<file path="config.mk">
export PLATFORM = sky130hd
export DESIGN_NAME = tach_sequencer
export DESIGN_NICKNAME = d
export VERILOG_FILES = /design/src/rtl/tach_sequencer.sv
export SDC_FILE = /design/constraint.sdc
export NUM_CORES = 1
export LEC_CHECK = 0
export BUFFER_PORTS_ARGS = -buffer_cell sky130_fd_sc_hd__buf_2
export CAP_MARGIN = 20
export CELL_PAD_IN_SITES_DETAIL_PLACEMENT = 0
export CELL_PAD_IN_SITES_GLOBAL_PLACEMENT = 1
export CORE_UTILIZATION = 41
export CTS_CLUSTER_DIAMETER = 100
export CTS_CLUSTER_SIZE = 8
export DETAILED_ROUTE_END_ITERATION = 12
export PLACE_DENSITY = 0.75
export SLEW_MARGIN = 10
export SYNTH_ARGS = -nofsm -noshare
export SYNTH_HDL_FRONTEND = slang
export SYNTH_SLANG_ARGS = --single-unit
</file>
<file path="constraint.sdc">
create_clock -name clk -period 3.7 [get_ports clk]
set_input_delay 0.37 -clock clk [delete_from_list [all_inputs] [get_ports clk]]
set_output_delay 0.37 -clock clk [all_outputs]
set_load 0.005 [all_outputs]
</file>
<file path="src/rtl/tach_sequencer.sv">
// tach_sequencer: round-robin period measurement over up to four tach inputs.
// One shared ms timebase and period counter; results leave via valid/ack.
module tach_sequencer #(
  parameter int N_CH     = 4,
  parameter int COUNT_MS = 50000,
  parameter int W        = 10,
  parameter int MAX_MS   = 1023
) (
  input  logic            clk,
  input  logic            reset,
  input  logic [N_CH-1:0] pulse_in,
  input  logic            enable,
  input  logic            result_ack,
  output logic [W-1:0]    result_data,
  output logic [1:0]      result_ch,
  output logic            result_timeout,
  output logic            result_valid,
  output logic            busy
);

  typedef enum logic [1:0] {
    IDLE,
    ARM,
    MEASURE,
    PUBLISH
  } state_t;

  state_t state_q, state_d;

  logic [N_CH-1:0] s1_q, s1_d;
  logic [N_CH-1:0] s2_q, s2_d;
  logic [N_CH-1:0] prev_q, prev_d;
  logic [N_CH-1:0] rise;

  logic [1:0]   ch_q, ch_d;
  logic [15:0]  treg_q, treg_d;
  logic [W-1:0] pcnt_q, pcnt_d;
  logic [W-1:0] rdata_q, rdata_d;
  logic [1:0]   rch_q, rch_d;
  logic         rto_q, rto_d;

  logic rise_sel;
  logic tick;
  logic sat;

  always_comb begin
    s1_d   = pulse_in;
    s2_d   = s1_q;
    prev_d = s2_q;
  end

  assign rise = s2_q & ~prev_q;
  assign tick = (treg_q == 16'(COUNT_MS - 1));
  assign sat  = (pcnt_q == W'(MAX_MS));

  always_comb begin
    rise_sel = 1'b0;
    for (int i = 0; i < N_CH; i++) begin
      if (ch_q == 2'(i)) rise_sel = rise[i];
    end
  end

  always_ff @(posedge clk) begin
    if (reset) begin
      state_q <= IDLE;
      s1_q    <= '0;
      s2_q    <= '0;
      prev_q  <= '0;
      ch_q    <= '0;
      treg_q  <= '0;
      pcnt_q  <= '0;
      rdata_q <= '0;
      rch_q   <= '0;
      rto_q   <= 1'b0;
    end else begin
      state_q <= state_d;
      s1_q    <= s1_d;
      s2_q    <= s2_d;
      prev_q  <= prev_d;
      ch_q    <= ch_d;
      treg_q  <= treg_d;
      pcnt_q  <= pcnt_d;
      rdata_q <= rdata_d;
      rch_q   <= rch_d;
      rto_q   <= rto_d;
    end
  end

  always_comb begin
    state_d = state_q;
    unique case (state_q)
      IDLE: begin
        if (enable) state_d = ARM;
      end
      ARM: begin
        if (rise_sel)        state_d = MEASURE;
        else if (tick && sat) state_d = PUBLISH;
      end
      MEASURE: begin
        if (rise_sel || (tick && sat)) state_d = PUBLISH;
      end
      PUBLISH: begin
        if (result_ack) state_d = IDLE;
      end
      default: state_d = IDLE;
    endcase
  end

  // The selected edge always beats a coincident tick.
  always_comb begin
    treg_d  = treg_q;
    pcnt_d  = pcnt_q;
    rdata_d = rdata_q;
    rch_d   = rch_q;
    rto_d   = rto_q;
    ch_d    = ch_q;
    unique case (state_q)
      IDLE: begin
        treg_d = '0;
        pcnt_d = '0;
      end
      ARM, MEASURE: begin
        if (rise_sel) begin
          treg_d = '0;
          pcnt_d = '0;
          if (state_q == MEASURE) begin
            rdata_d = pcnt_q;
            rch_d   = ch_q;
            rto_d   = 1'b0;
          end
        end else if (tick) begin
          treg_d = '0;
          if (sat) begin
            rdata_d = W'(MAX_MS);
            rch_d   = ch_q;
            rto_d   = 1'b1;
          end else begin
            pcnt_d = pcnt_q + W'(1);
          end
        end else begin
          treg_d = treg_q + 16'd1;
        end
      end
      PUBLISH: begin
        if (result_ack) begin
          ch_d = (ch_q == 2'(N_CH - 1)) ? 2'd0 : ch_q + 2'd1;
        end
      end
      default: begin
        treg_d = '0;
        pcnt_d = '0;
      end
    endcase
  end

  always_comb begin
    busy           = (state_q != IDLE);
    result_valid   = (state_q == PUBLISH);
    result_data    = rdata_q;
    result_ch      = rch_q;
    result_timeout = rto_q;
  end

endmodule

</file>
==> results.json <==
{
  "outcome": "finished, final reports clean",
  "fin_crit_sh_pct": 73.52,
  "tns_ns": 0,
  "rsz0062_at_grt": "false",
  "fin_crit_ns": 2.720,
  "area_growth_pct": 9.990,
  "syn-num-nets": 308,
  "timing.slew.headroom_pct": 32.83,
  "drc_errors": 0,
  "p_comb_share_pct": 24.7,
  "gr-usage-all-layers_pct": 17.98,
  "numCtsBuffers": 5,
  "ios": 23,
  "avgSynthCellArea_um2": 9.045,
  "drtPass1Iterations": 5,
  "synthTopCellsByArea": "dfxtp_1 42%, ha_1 5.8%, o221a_1 3.9%, nor3_1 3.8%, nand2_1 3.6%",
  "coreArea_um2": 6026,
  "vias": 2139,
  "synthMuxAreaShare_pct": 1.153,
  "vias_per_cell": 5.644,
  "path_max_fanout": 13,
  "synth_top_area_share_pct": 42.27,
  "setup-violations-final": 0,
  "postCtsSetupRepairBufs": 0,
  "htreeDepth": 2,
  "die_w_um": 81.71,
  "wl_per_cell_um": 14.90,
  "worstPathArrival_ns": 2.96,
  "hold_viol": 0,
  "grt_overflow_total": 0,
  "synth_cell_type_count": 48,
  "synth_xor_area_share_pct": 5.043,
  "nNetsFinal": 323,
  "path_class": "reg -> reg",
  "powerDensity_nw_per_um2": 490.3,
  "grt_pass1_wl_um": 9363,
  "fmax_ghz": 0.3676,
  "wirelength_um": 5648,
  "p_sw_uw": 461.4,
  "clockPowerShare_pct": 29.5,
  "cts_hold_buf": 0,
  "ys_seq_area_share_pct": 42.27,
  "finalPower_mw": 1.405,
  "place_congestion": 0.7957,
  "cp-end-kind": "flip-flop",
  "tightest_slew_ns": 1.003,
  "synth_top_cell_by_area": "dfxtp_1",
  "cts_sinks": 55,
  "placed_cell_area_um2": 2749,
  "port_buffers": 22,
  "cts_resized": 0,
  "grt_pass1_vias": 1925,
  "dieArea_um2": 6677,
  "clock_latency_ns": 0.31,
  "grt_max_degree": 41,
  "seqPwrFrac_pct": 45.8,
  "drt_iter0_drc": 130,
  "maxCapViolCount": 0,
  "cts_tree": "yes",
  "leakage_nw": 1.040,
  "std_cell_rows": 28,
  "ant_nets": 0,
  "hpwl_um": 3843,
  "synth_top_family_by_area": "simple AND/OR/NAND/NOR gates",
  "cp.required_ns": 3.94,
  "ys_ff_latch": 55,
  "synth-simple-area-share_pct": 26.56,
  "fin_skew_ns": 0.01093,
  "ys.flop_type": "dfxtp_1",
  "synthAdderAreaFrac_pct": 5.764,
  "syn_area_um2": 2605,
  "syn_inst": 288,
  "chipHeight_um": 81.71,
  "synth-edff-count": 0,
  "synth_warnings": 0,
  "fin_area_um2": 2865,
  "slew_viol_final": 0,
  "sw_frac_of_total_pct": 32.85,
  "intPower_uw": 943.4,
  "synthArstFlopShare_pct": 0,
  "antenna_found_initial": 0,
  "start_util_pct": 43.23,
  "cts_buffer_depth": 2,
  "hold_class": "in -> reg",
  "clk_pin_slew_ns": 0.11,
  "vdd_drop_max_mv": 0.2345,
  "critPathLaunchType": "flip-flop",
  "drive_above_1_share_pct": 11.51,
  "synth_compound_area_share_pct": 14.60,
  "cts-root-buf": "clkbuf_8",
  "antenna_cells": 0
}
## cell usage after synthesis, drive strengths merged (4+ instances only)
cell    count
a211oi      4
a21oi      13
buf         5
clkbuf     10
dfxtp      55
ha         12
inv        13
nand2      25
nand3      14
nand4      11
nor2       15
nor2b      13
nor3       20
nor4        5
o21ai       4
o221a      10
o32ai       6
xnor2       7
xor2        8
## cell usage in the layout (no fill, tap or decap), drive strengths merged, types with 3 or more instances in the layout
| master | n |
|---|---|
| nor2 | 15 |
| xnor2 | 7 |
| a211oi | 4 |
| nand3b | 3 |
| nor2b | 13 |
| buf | 23 |
| o21ai | 4 |
| nand2 | 25 |
| ha | 12 |
| nor4 | 5 |
| dfxtp | 55 |
| inv | 14 |
| and4 | 3 |
| or4b | 3 |
| a21oi | 13 |
| o32ai | 6 |
| nand4 | 11 |
| nand3 | 14 |
| clkbuf | 5 |
| xor2 | 8 |
| mux2i | 3 |
| o221a | 10 |
| nor3 | 20 |
## cells by family after synthesis
kind of cell    after synthesis
buf+inv                      29
mux                           3
xor+xnor                     15
simple gates                125
compound gates               49
flops                        55
fa+ha+maj                    12
## worst max-delay path, cell delays in order, from the launching register on
cell,delay [ns]
dfxtp_1,0.45
inv_1,0.09
ha_1,0.22
nand3b_1,0.07
o21ai_0,0.12
o211ai_1,0.82
a21boi_0,0.62
mux2i_1,0.25
## power groups by stage
stage               clock [mW]  sequential, mW  combinational, mW
CTS                      0.424           0.644              0.348
floorplan                    0           0.650              0.258
detailed placement           0           0.658              0.347
global route             0.445           0.649              0.391
finish                   0.415           0.644              0.347
global placement             0           0.657              0.345
## area by class of cell
type	count	area, µm²
fill	589	3161
multi-input combinational	204	1384
sequential	55	1101
timing repair buffer	23	117.6
tap	75	93.84
clock buffer	5	68.82
inverter	14	52.55
clock inverter	3	47.55
## metal layers
metal / track usage, % / up-vias / share of wire [%] / routed length [µm]
li1: - / 1078 / - / -
met1: 25.26 / 1003 / 51 / 2901
met2: 27.83 / 51 / 42 / 2393
met3: 3.667 / 7 / 5.2 / 296
met4: 4.912 / 0 / 0.99 / 56
met5: 0 / - / 0 / 0
## state kept, by name, summed over array words and instances, names as in the netlist
register,count
pcnt_q,10
state_q,2
result_ch,2
ch_q,2
result_timeout,1
s1_q,4
result_data,10
treg_q,16
prev_d,4
prev_q,4
## per-stage QoR
| stage | utilization, % | instances | setup WS [ns] | hold slack [ns] |
|---|---|---|---|---|
| finish | 47.55 | 379 | 0.9799 | 0.2560 |
| global route | 47.55 | 379 | 0.7076 | 0.2557 |
| CTS | 47.55 | 379 | 1.002 | 0.2533 |
| detailed placement | 45.62 | 371 | 1.041 | 0.4258 |
| global placement | 45.62 | 371 | 1.094 | 0.4185 |
| floorplan | - | 288 | 1.629 | 0.4138 |
## worst paths after layout
kind                             startpoint      endpoint  slack, ns  cells after the start
worst max-delay path                ch_q[0]  result_ch[1]       0.98                      7
worst min register to register      s1_q[0]     prev_d[0]       0.45                      1
worst max register to register      ch_q[0]  result_ch[1]       0.98                      7
worst min-delay path            pulse_in[0]       s1_q[0]       0.26                      2
No activity file was read; power rests on OpenSTA's default activity.
